===== config.mk =====
export PLATFORM = sky130hd
export DESIGN_NAME = log2_stream_flat
export DESIGN_NICKNAME = d
export VERILOG_FILES = /design/src/rtl/log2_stream_if.sv /design/src/rtl/log2_stream.sv /design/src/flat_wrapper.sv
export SDC_FILE = /design/constraint.sdc
export NUM_CORES = 1
export LEC_CHECK = 0
export CAP_MARGIN = 20
export CORE_ASPECT_RATIO = 1.25
export CORE_MARGIN = 2
export CORE_UTILIZATION = 25
export CTS_CLUSTER_SIZE = 10
export DETAILED_ROUTE_END_ITERATION = 10
export GPL_ROUTABILITY_DRIVEN = 0
export HOLD_SLACK_MARGIN = 0.1
export PLACE_DENSITY = 0.46
export SETUP_SLACK_MARGIN = 0.3
export SLEW_MARGIN = 0
export SYNTH_ARGS = -nofsm -noshare
export SYNTH_HDL_FRONTEND = slang
export SYNTH_SLANG_ARGS = --single-unit

===== constraint.sdc =====
create_clock -name clk -period 4.45 [get_ports clk]
set_clock_uncertainty 0.1 [all_clocks]
set_input_delay 0.89 -clock clk [delete_from_list [all_inputs] [get_ports clk]]
set_output_delay 0.89 -clock clk [all_outputs]
set_load 0.02 [all_outputs]

===== src/rtl/log2_stream_if.sv =====
// log2_stream_if: operand and result valid/ready channels for log2_stream
interface log2_stream_if #(
    parameter int WIDTH = 32
);
    localparam int IDX_W = $clog2(WIDTH) + 1;
    logic             in_valid;
    logic             in_ready;
    logic [WIDTH-1:0] in_num;
    logic [1:0]       in_mode;
    logic             out_valid;
    logic             out_ready;
    logic [IDX_W-1:0] out_degree;
    logic             out_zero;
    logic             out_pow2;
    logic             out_err;
    modport master (
        output in_valid, in_num, in_mode, out_ready,
        input  in_ready, out_valid, out_degree, out_zero, out_pow2, out_err
    );
    modport slave (
        input  in_valid, in_num, in_mode, out_ready,
        output in_ready, out_valid, out_degree, out_zero, out_pow2, out_err
    );
endinterface


===== src/rtl/log2_stream.sv =====
// log2_stream: two-stage valid/ready pipeline returning floor/ceil log2 or LSB index
module log2_stream #(
    parameter int WIDTH = 32
) (
    input logic clk,
    input logic rst,
    log2_stream_if.slave s
);
    localparam int IDX_W = $clog2(WIDTH) + 1;
    logic             s1_valid_q, s1_valid_d, s2_valid_q, s2_valid_d;
    logic [WIDTH-1:0] num_q, num_d;
    logic [1:0]       mode_q, mode_d;
    logic [IDX_W-1:0] degree_q, degree_d, msb, lsb, ceil_idx, degree;
    logic             zero_q, zero_d, pow2_q, pow2_d, err_q, err_d;
    logic             zero, pow2, s2_load, in_fire;
    always_comb begin
        msb = '0;
        lsb = '0;
        for (int i = 0; i < WIDTH; i++) msb = num_q[i] ? IDX_W'(i) : msb;
        for (int i = WIDTH - 1; i >= 0; i--) lsb = num_q[i] ? IDX_W'(i) : lsb;
        zero = num_q == '0;
        pow2 = !zero && (num_q & (num_q - WIDTH'(1))) == '0;
        ceil_idx = pow2 ? msb : msb + IDX_W'(1);
        degree = (mode_q == 2'd3 || zero) ? '0 :
                 mode_q == 2'd0 ? msb :
                 mode_q == 2'd1 ? ceil_idx : lsb;
    end
    always_comb begin
        s2_load = s1_valid_q && (!s2_valid_q || s.out_ready);
        s.in_ready = !s1_valid_q || s2_load;
        in_fire = s.in_valid && s.in_ready;
        s1_valid_d = in_fire || (s1_valid_q && !s2_load);
        s2_valid_d = s2_load || (s2_valid_q && !s.out_ready);
        num_d = in_fire ? s.in_num : num_q;
        mode_d = in_fire ? s.in_mode : mode_q;
        degree_d = s2_load ? degree : degree_q;
        zero_d = s2_load ? zero : zero_q;
        pow2_d = s2_load ? pow2 : pow2_q;
        err_d = s2_load ? mode_q == 2'd3 : err_q;
    end
    always_ff @(posedge clk) begin
        if (rst) begin
            s1_valid_q <= 1'b0;
            s2_valid_q <= 1'b0;
            degree_q <= '0;
            zero_q <= 1'b0;
            pow2_q <= 1'b0;
            err_q <= 1'b0;
        end else begin
            s1_valid_q <= s1_valid_d;
            s2_valid_q <= s2_valid_d;
            degree_q <= degree_d;
            zero_q <= zero_d;
            pow2_q <= pow2_d;
            err_q <= err_d;
        end
    end
    always_ff @(posedge clk) begin
        num_q <= num_d;
        mode_q <= mode_d;
    end
    assign s.out_valid = s2_valid_q;
    assign s.out_degree = degree_q;
    assign s.out_zero = zero_q;
    assign s.out_pow2 = pow2_q;
    assign s.out_err = err_q;
endmodule


===== src/flat_wrapper.sv =====
// flat-port wrapper written by rule: the top's interface ports become plain ports
module log2_stream_flat 
#(
    parameter int WIDTH = 32
)
  (clk, rst, s_in_valid, s_in_num, s_in_mode, s_out_ready, s_in_ready, s_out_valid, s_out_degree, s_out_zero, s_out_pow2, s_out_err);
  log2_stream_if #(.WIDTH(WIDTH)) s_i ();
  input logic clk;
  input logic rst;
  input wire logic [$bits(s_i.in_valid)-1:0] s_in_valid;
  input wire logic [$bits(s_i.in_num)-1:0] s_in_num;
  input wire logic [$bits(s_i.in_mode)-1:0] s_in_mode;
  input wire logic [$bits(s_i.out_ready)-1:0] s_out_ready;
  output wire logic [$bits(s_i.in_ready)-1:0] s_in_ready;
  output wire logic [$bits(s_i.out_valid)-1:0] s_out_valid;
  output wire logic [$bits(s_i.out_degree)-1:0] s_out_degree;
  output wire logic [$bits(s_i.out_zero)-1:0] s_out_zero;
  output wire logic [$bits(s_i.out_pow2)-1:0] s_out_pow2;
  output wire logic [$bits(s_i.out_err)-1:0] s_out_err;
  assign s_i.in_valid = s_in_valid;
  assign s_i.in_num = s_in_num;
  assign s_i.in_mode = s_in_mode;
  assign s_i.out_ready = s_out_ready;
  assign s_in_ready = s_i.in_ready;
  assign s_out_valid = s_i.out_valid;
  assign s_out_degree = s_i.out_degree;
  assign s_out_zero = s_i.out_zero;
  assign s_out_pow2 = s_i.out_pow2;
  assign s_out_err = s_i.out_err;
  log2_stream #(.WIDTH(WIDTH)) u_core (.clk(clk), .rst(rst), .s(s_i));
endmodule

Yosys cells after proc, flatten, opt, wreduce, memory -nomap -nowiden
Cells that the tools add are included.
{"block": "classes", "addsub": 2, "n_eq_ne": 2, "n_mux": 67, "bitwise_logic": 1, "reduce_logical": 18}
{"cell": "6-bit two-way mux", "count": 65}
{"cell": "32-bit zero test", "count": 2}
{"cell": "32-bit AND", "count": 1}
{"cell": "32-bit by 1-bit subtractor with 32-bit output, second input constant", "count": 1}
{"cell": "6-bit by 1-bit adder with 6-bit output, second input constant", "count": 1}
{"cell": "1-bit logical AND", "count": 5}
{"cell": "1-bit zero test", "count": 5}
{"cell": "1-bit logical OR", "count": 5}
{"cell": "5-bit two-way mux", "count": 1}
{"cell": "2-bit by 1-bit equality test with 1-bit output, second input constant", "count": 1}
{"cell": "2-bit equality test, second input constant", "count": 1}
{"cell": "2-bit zero test", "count": 1}
{"cell": "1-bit two-way mux", "count": 1}
{"block": "totals", "reg_bits": 45, "input_bits": 38, "out_inout_bits": 11, "elab_cells": 98}

Longest topological paths before layout
Gate-level depths: netlist of run 1.
{"block": "logic_depth", "word_depth": 36, "mapped_depth": 12, "depth_no_buf": 11}

Least setup slack after synthesis of run 1
No wires, ideal clock.
{"block": "synth_path", "kind": "register -> register", "startpoint": "reg u_core.num_q[1]", "endpoint": "reg u_core.degree_q[3] (netlist: u_core.s.out_degree[3])", "arrival_ns": 2.624, "slack_ns": 1.647, "path_stages_with_launch": 9, "n_path_buf": 0, "path_cell_list": "edfxtp_1 nor4_4 nand4_4 a2111oi_2 o2111ai_1 nor4_2 nor4_1 xor2_1 a211oi_2"}
{"block": "synth_between", "elab_chain_len": 36, "word_cells_on_any_way": 45, "cone_classes": "2 x add/sub; 37 x mux; 1 x bitwise; 5 x reduce/logical"}
{"element": "from (decl)", "line": "log2_stream.sv:11", "source": "logic [WIDTH-1:0] num_q, num_d;"}
{"element": "from (signal assigned)", "line": "log2_stream.sv:59", "source": "num_q <= num_d;"}
{"element": "1-bit two-way mux", "line": "log2_stream.sv:19", "source": "for (int i = 0; i < WIDTH; i++) msb = num_q[i] ? IDX_W'(i) : msb;"}
{"element": "6-bit two-way mux (30 in series)", "line": "log2_stream.sv:19"}
{"element": "6-bit by 1-bit adder with 6-bit output", "line": "log2_stream.sv:23", "source": "ceil_idx = pow2 ? msb : msb + IDX_W'(1);"}
{"element": "6-bit two-way mux", "line": "log2_stream.sv:23"}
{"element": "6-bit two-way mux", "line": "log2_stream.sv:26", "source": "mode_q == 2'd1 ? ceil_idx : lsb;"}
{"element": "6-bit two-way mux", "line": "log2_stream.sv:25", "source": "mode_q == 2'd0 ? msb :"}
{"element": "6-bit two-way mux (*)", "line": "log2_stream.sv:24", "source": "degree = (mode_q == 2'd3 || zero) ? '0 :"}
{"element": "to (signal assigned)", "line": "log2_stream.sv:52", "source": "degree_q <= degree_d;"}
{"element": "to (decl)", "line": "log2_stream.sv:13", "source": "logic [IDX_W-1:0] degree_q, degree_d, msb, lsb, ceil_idx, degree;"}
Mark *: on every way between the ends. The rest lies on a longest branch, timed or not.
A chain may end at the register's enable or synchronous reset.

Worst setup path in the final report of run 1
{"block": "layout_path", "startpoint": "reg u_core.num_q[1]", "endpoint": "reg u_core.degree_q[4] (netlist: u_core.s.out_degree[4])"}
Same word-level chain as after synthesis.

==> results of run 1 <==
## metrics by stage
stage,hold WS [ps],setup slack (ps),instances
final,368.1,1275,453
after global routing,390.0,983.9,453
after CTS,365.2,1246,453
after detailed placement,356.2,1286,445
after global placement,354.7,1304,445
after floorplan,396.0,1647,280
## power by group
group          total, W  switching [W]  internal, W
Clock          0.000357       0.000153     0.000203
Combinational  0.000129      0.0000602    0.0000690
Sequential     0.000523      0.0000449     0.000478
Total           0.00101       0.000258     0.000750
## critical path, cell delays in order (launching register included)
cell and delay (ps):
edfxtp_1 490, nor4_4 600, nand4_4 260, a2111oi_2 390, o2111ai_1 240, o41ai_2 510, nor4_1 120, xnor2_1 150
a211oi_1 230
## how the worst min path moves through the flow
stage                 startpoint            endpoint  depth (start not counted)
6_report       u_core.s.out_pow2   u_core.s.out_pow2                          2
5_1_grt        u_core.s.out_pow2   u_core.s.out_pow2                          2
4_1_cts        u_core.s.out_pow2   u_core.s.out_pow2                          2
3_5_place_dp   u_core.s.out_pow2   u_core.s.out_pow2                          2
3_3_place_gp   u_core.s.out_pow2   u_core.s.out_pow2                          2
2_1_floorplan  u_core.s1_valid_q  u_core.s.out_valid                          2
## flip-flops by register name (all words and copies together) (netlist names)
| register | count |
|---|---|
| u_core.s.out_zero | 1 |
| u_core.mode_q | 2 |
| u_core.s.out_degree | 6 |
| u_core.s.out_pow2 | 1 |
| u_core.s1_valid_q | 1 |
| u_core.num_q | 32 |
| u_core.s.out_err | 1 |
| u_core.s.out_valid | 1 |
## per-layer routing
metal  routed length, um  share of wire  up-vias  track usage
met5                   0              0        -            0
met2                3666           0.51       56       0.2261
li1                    -              -     1162            -
met1                3169           0.44     1143       0.1550
met3                 246          0.034       10      0.01908
met4                 140          0.019        0      0.05018
## synthesized netlist by cell type (3+ instances only)
cell / count
nor2_1: 35
edfxtp_1: 34
a21oi_1: 19
inv_1: 17
nand2_1: 16
o21ai_0: 16
clkbuf_1: 14
dfxtp_1: 11
nor3_1: 10
nand4_1: 7
nor4_1: 7
a31oi_1: 6
o31ai_1: 5
a22oi_1: 4
nor2b_1: 4
nor4_4: 4
o2111ai_1: 4
a211oi_1: 3
nand2b_1: 3
nand3_1: 3
nor4_2: 3
o31a_1: 3
or3_1: 3
## kinds of logic (layout without fill, tap and decap cells)
| group | Yosys count | in the layout | share of synthesized area |
|---|---|---|---|
| fa+ha+maj | 3 | 3 | 0.01200 |
| mux | 2 | 2 | 0.007384 |
| flops | 45 | 45 | 0.4578 |
| simple gates | 103 | 103 | 0.2220 |
| buf+inv | 35 | 76 | 0.05353 |
| compound gates | 90 | 90 | 0.2409 |
| xor+xnor | 2 | 2 | 0.006462 |
## cell type report
class,count,area (um^2),share of cell area
Sequential cell,45,1241,0.3613
Timing Repair Buffer,51,503.0,0.1464
Clock inverter,3,12.51,0.003642
Clock buffer,5,125.1,0.03642
Tap cell,132,165.2,0.04807
Multi-Input combinational cell,200,1325,0.3857
Inverter,17,63.81,0.01857
==> metrics.yaml, run 1 <==
vias: 2371
grt-ovfl-total: 0
peakVddDrop_mv: 0.1184
place_area_mm2: 0.003298
layout-drive-gt1-share: 0.08100
post-route-min-period_ps: 3175
drc: 0
clk_pin_slew_ps: 60
slew_violations: 0
drt_iter0_markers: 159
port_buffers: 48
grt_pass1_wl_um: 12190
first_pass_iters: 4
synthCells: 280
routed_wl_um: 7222
design_area_mm2: 0.003436
avgRoutedWirePerCell_um: 15.94
power_per_cell_area_mw_per_mm2: 293.6
ys_ff_latch: 45
fill_cells: 1095
leakage_nw: 1.094
syn-num-nets: 319
die_y_um: 120.4
setup_violations: 0
ys_async_sr_fraction: 0
antenna_found_initial: 0
synthFlopType: "edfxtp_1"
start_util: 0.2567
post_cts_resized: 0
fmax_ghz: 0.3149
viasPerCell: 5.234
cp-startpoint: "u_core.num_q[1]"
area_delta_synth_final_pct: 26.72
rsz0062_at_grt: "false"
power_w: 0.001009
worstPathArrival_ps: 3270
cts.sinks: 45
reg2reg_to: "u_core.s.out_degree[4]"
die_x_um: 97.15
die-area_mm2: 0.01170
grt_pass1_vias: 2414
yosysWarnings: 0
core.rowCount: 42
pin_count: 49
syn_area_per_cell_um2: 9.683
hp-class: "register to register"
final_common_cell: "clkdlybuf4s50_1"
drv_cap: 0
cts_max_level: 2
root_buffer: "clkbuf_16"
clockBufferDepth: 2
core-area_mm2: 0.01056
grt_start_max_net_pins: 35
critPathLaunchType: "register"
netlist_area_mm2: 0.002711
synth_top_area_cell: "edfxtp_1"
synth.top_cell.area_share: 0.3766
layout_common_cells: "clkdlybuf4s50_1, nor2_1, edfxtp_1"
rr_startpoint: "u_core.num_q[1]"
cp-endpoint: "u_core.s.out_degree[4]"
clk_latency_ps: 280
nNetsFinal: 359
final_util: 0.3253
max_slew.worst_pin.slew_ps: 595.6
numCtsBuffers: 5
timing_hold_violations_final: 0
ant_nets: 0
finalCritPeriodShare: 0.7136
relSlewSlack: 0.5993
ys_types: 60
synth_edf_count: 34
crit_type: "register to register"
critPathCaptureType: "register"
cts_tree: "done"
dp_hpwl_um: 5427
rrSetupSlack_ps: 1270
r2r_cells: 8
cp.required_ps: 4550
status: "complete, no violations"
hold_buffers: 0
critical_path.max_fanout: 10
fin_tns_setup_ps: 0
track_usage: 0.1274
ys_seq_area_frac: 0.4578
post_cts.repair.setup_buffers: 0
synthTopCellsByArea: "edfxtp_1, dfxtp_1, nor2_1"
n_antenna_cell: 0
(Power assumes the default switching activity.)
==> run 2, diff against run 1 <==
--- a/config.mk
+++ b/config.mk
@@ -13,7 +13,7 @@
 export DETAILED_ROUTE_END_ITERATION = 10
 export GPL_ROUTABILITY_DRIVEN = 0
 export HOLD_SLACK_MARGIN = 0.1
-export PLACE_DENSITY = 0.46
+export PLACE_DENSITY = 0.48
 export SETUP_SLACK_MARGIN = 0.3
 export SLEW_MARGIN = 0
 export SYNTH_ARGS = -nofsm -noshare
==> constraint.sdc (replaced) <==
create_clock -name clk -period 2.7 [get_ports clk]
set_clock_uncertainty 0.1 [all_clocks]
set_input_delay 0.54 -clock clk [delete_from_list [all_inputs] [get_ports clk]]
set_output_delay 0.54 -clock clk [all_outputs]
set_load 0.02 [all_outputs]
==> run 2 against run 1 <==
Against the previous run: the run now ends with setup timing left; worst hold slack got worse by 17 ps; worst setup slack got worse by 1300 ps; first-iteration DRC count fell by 19%; total power rose by 74%; non-clock buffer count rose by 50; sequential power rose by 59%; critical path type unchanged.
==> metrics.yaml, run 2 (synthesis results as in run 1) <==
critical_path.max_fanout: 3
fmax_ghz: 0.3674
cts_tree: "done"
clockBufferDepth: 2
slew_violations: 0
layout-drive-gt1-share: 0.2372
core-area_mm2: 0.01056
track_usage: 0.1309
viasPerCell: 5.195
crit_type: "register to register"
start_util: 0.2567
core.rowCount: 42
drc: 0
peakVddDrop_mv: 0.2014
first_pass_iters: 4
critPathCaptureType: "register"
max_slew.worst_pin.slew_ps: 510.9
finalCritPeriodShare: 1.008
drv_cap: 0
timing_hold_violations_final: 0
pin_count: 49
status: "finished, violations left"
largest_register: "u_core.num_q"
failed_checks: "setup timing"
vias: 2613
hp-class: "register to register"
die_y_um: 120.4
power_per_cell_area_mw_per_mm2: 445.7
switching_share: 0.2499
n_antenna_cell: 0
post-route-min-period_ps: 2722
largest_reg_flops: 32
hold_buffers: 0
die-area_mm2: 0.01170
grt-ovfl-total: 0
nNetsFinal: 409
power_w: 0.001757
numCtsBuffers: 5
drt_iter0_markers: 128
seqPwrFrac: 0.472
comb_power_share: 0.176
port_buffers: 48
leakage_nw: 1.362
cts.sinks: 45
grt_start_max_net_pins: 35
clk_pin_slew_ps: 60
cts_max_level: 2
root_buffer: "clkbuf_16"
routed_wl_um: 7717
avgRoutedWirePerCell_um: 15.34
p_switching_w: 0.0004390
cp.required_ps: 2800
setup_violations: 2
ant_nets: 0
relSlewSlack: 0.6578
antenna_found_initial: 0
die_x_um: 97.15
power_frac_clock: 0.352
critPathLaunchType: "register"
final.setup.worst_slack_ps: -21.60
final_common_cell: "buf_4"
clk_latency_ps: 290
grt_pass1_wl_um: 12220
worstPathArrival_ps: 2820
p_int_w: 0.001318
dp_hpwl_um: 5892
layout_common_cells: "buf_4, clkdlybuf4s50_1, nor2_1"
area_delta_synth_final_pct: 45.36
rsz0062_at_grt: "true"
fin_hold_ws_ps: 351.0
grt_pass1_vias: 2505
run 2: final timing paths:
check                    start                endpoint  slack (ps)  depth (start not counted)
max           u_core.num_q[24]  u_core.s.out_degree[4]         -20                          9
min          u_core.s.out_pow2       u_core.s.out_pow2         350                          2
max reg2reg   u_core.num_q[24]  u_core.s.out_degree[4]         -20                          9
min reg2reg  u_core.s.out_pow2       u_core.s.out_pow2         350                          2
run 2: metal layers:
metal,global-route usage,share of wire,wire length [um],up-vias
met1,0.1477,0.39,3035,1232
met5,0,0,0,-
met4,0.06426,0.034,261,0
met3,0.02601,0.053,409,18
li1,-,-,-,1261
met2,0.2348,0.52,4012,102
run 2: layout make-up:
class,instances,area [um^2]
fill,1060,6621
multi-input combinational,200,1428
sequential,45,1241
timing repair buffer,101,897.1
tap,132,165.2
clock buffer,8,146.4
inverter,17,63.81
run 2: power by group through the flow:
stage                     clock (W)  combinational (W)  sequential, W
after floorplan                   0           0.000143       0.000840
after global placement            0           0.000293       0.000843
after detailed placement          0           0.000295       0.000843
after CTS                  0.000644           0.000299       0.000829
after global routing       0.000662           0.000335       0.000836
final                      0.000618           0.000309       0.000830
run 2: worst max-delay path, stage by stage (launching register included):
cell and delay [ps]:
edfxtp_1 390, or4_4 580, a221o_1 380, a211oi_2 180, o2111ai_2 180, o41ai_2 230
buf_4 170, nor4_2 50, xnor2_1 140, a211oi_1 220
run 2: what timing repair did:
| item | 4_1_cts | 5_1_grt |
|---|---|---|
| resized for setup | 8 | 14 |
| pin swaps | 6 | 6 |
| endpoints found under the setup margin | 7 | 7 |
| buffers inserted | 2 | 4 |
run 2: per-stage QoR:
stage               std cells  instance area [um^2]  setup WS (ps)  TNS [ps]  utilization
finish                    503                  3941         -21.60    -26.65       0.3731
detailed placement        489                  3659         -49.65    -59.37       0.3464
global placement          489                  3659         -28.64    -28.64       0.3464
floorplan                 280                  2729          51.86         0            -
CTS                       499                  3840         -20.91    -20.91       0.3635
global route              503                  3941         -163.1    -458.2       0.3731
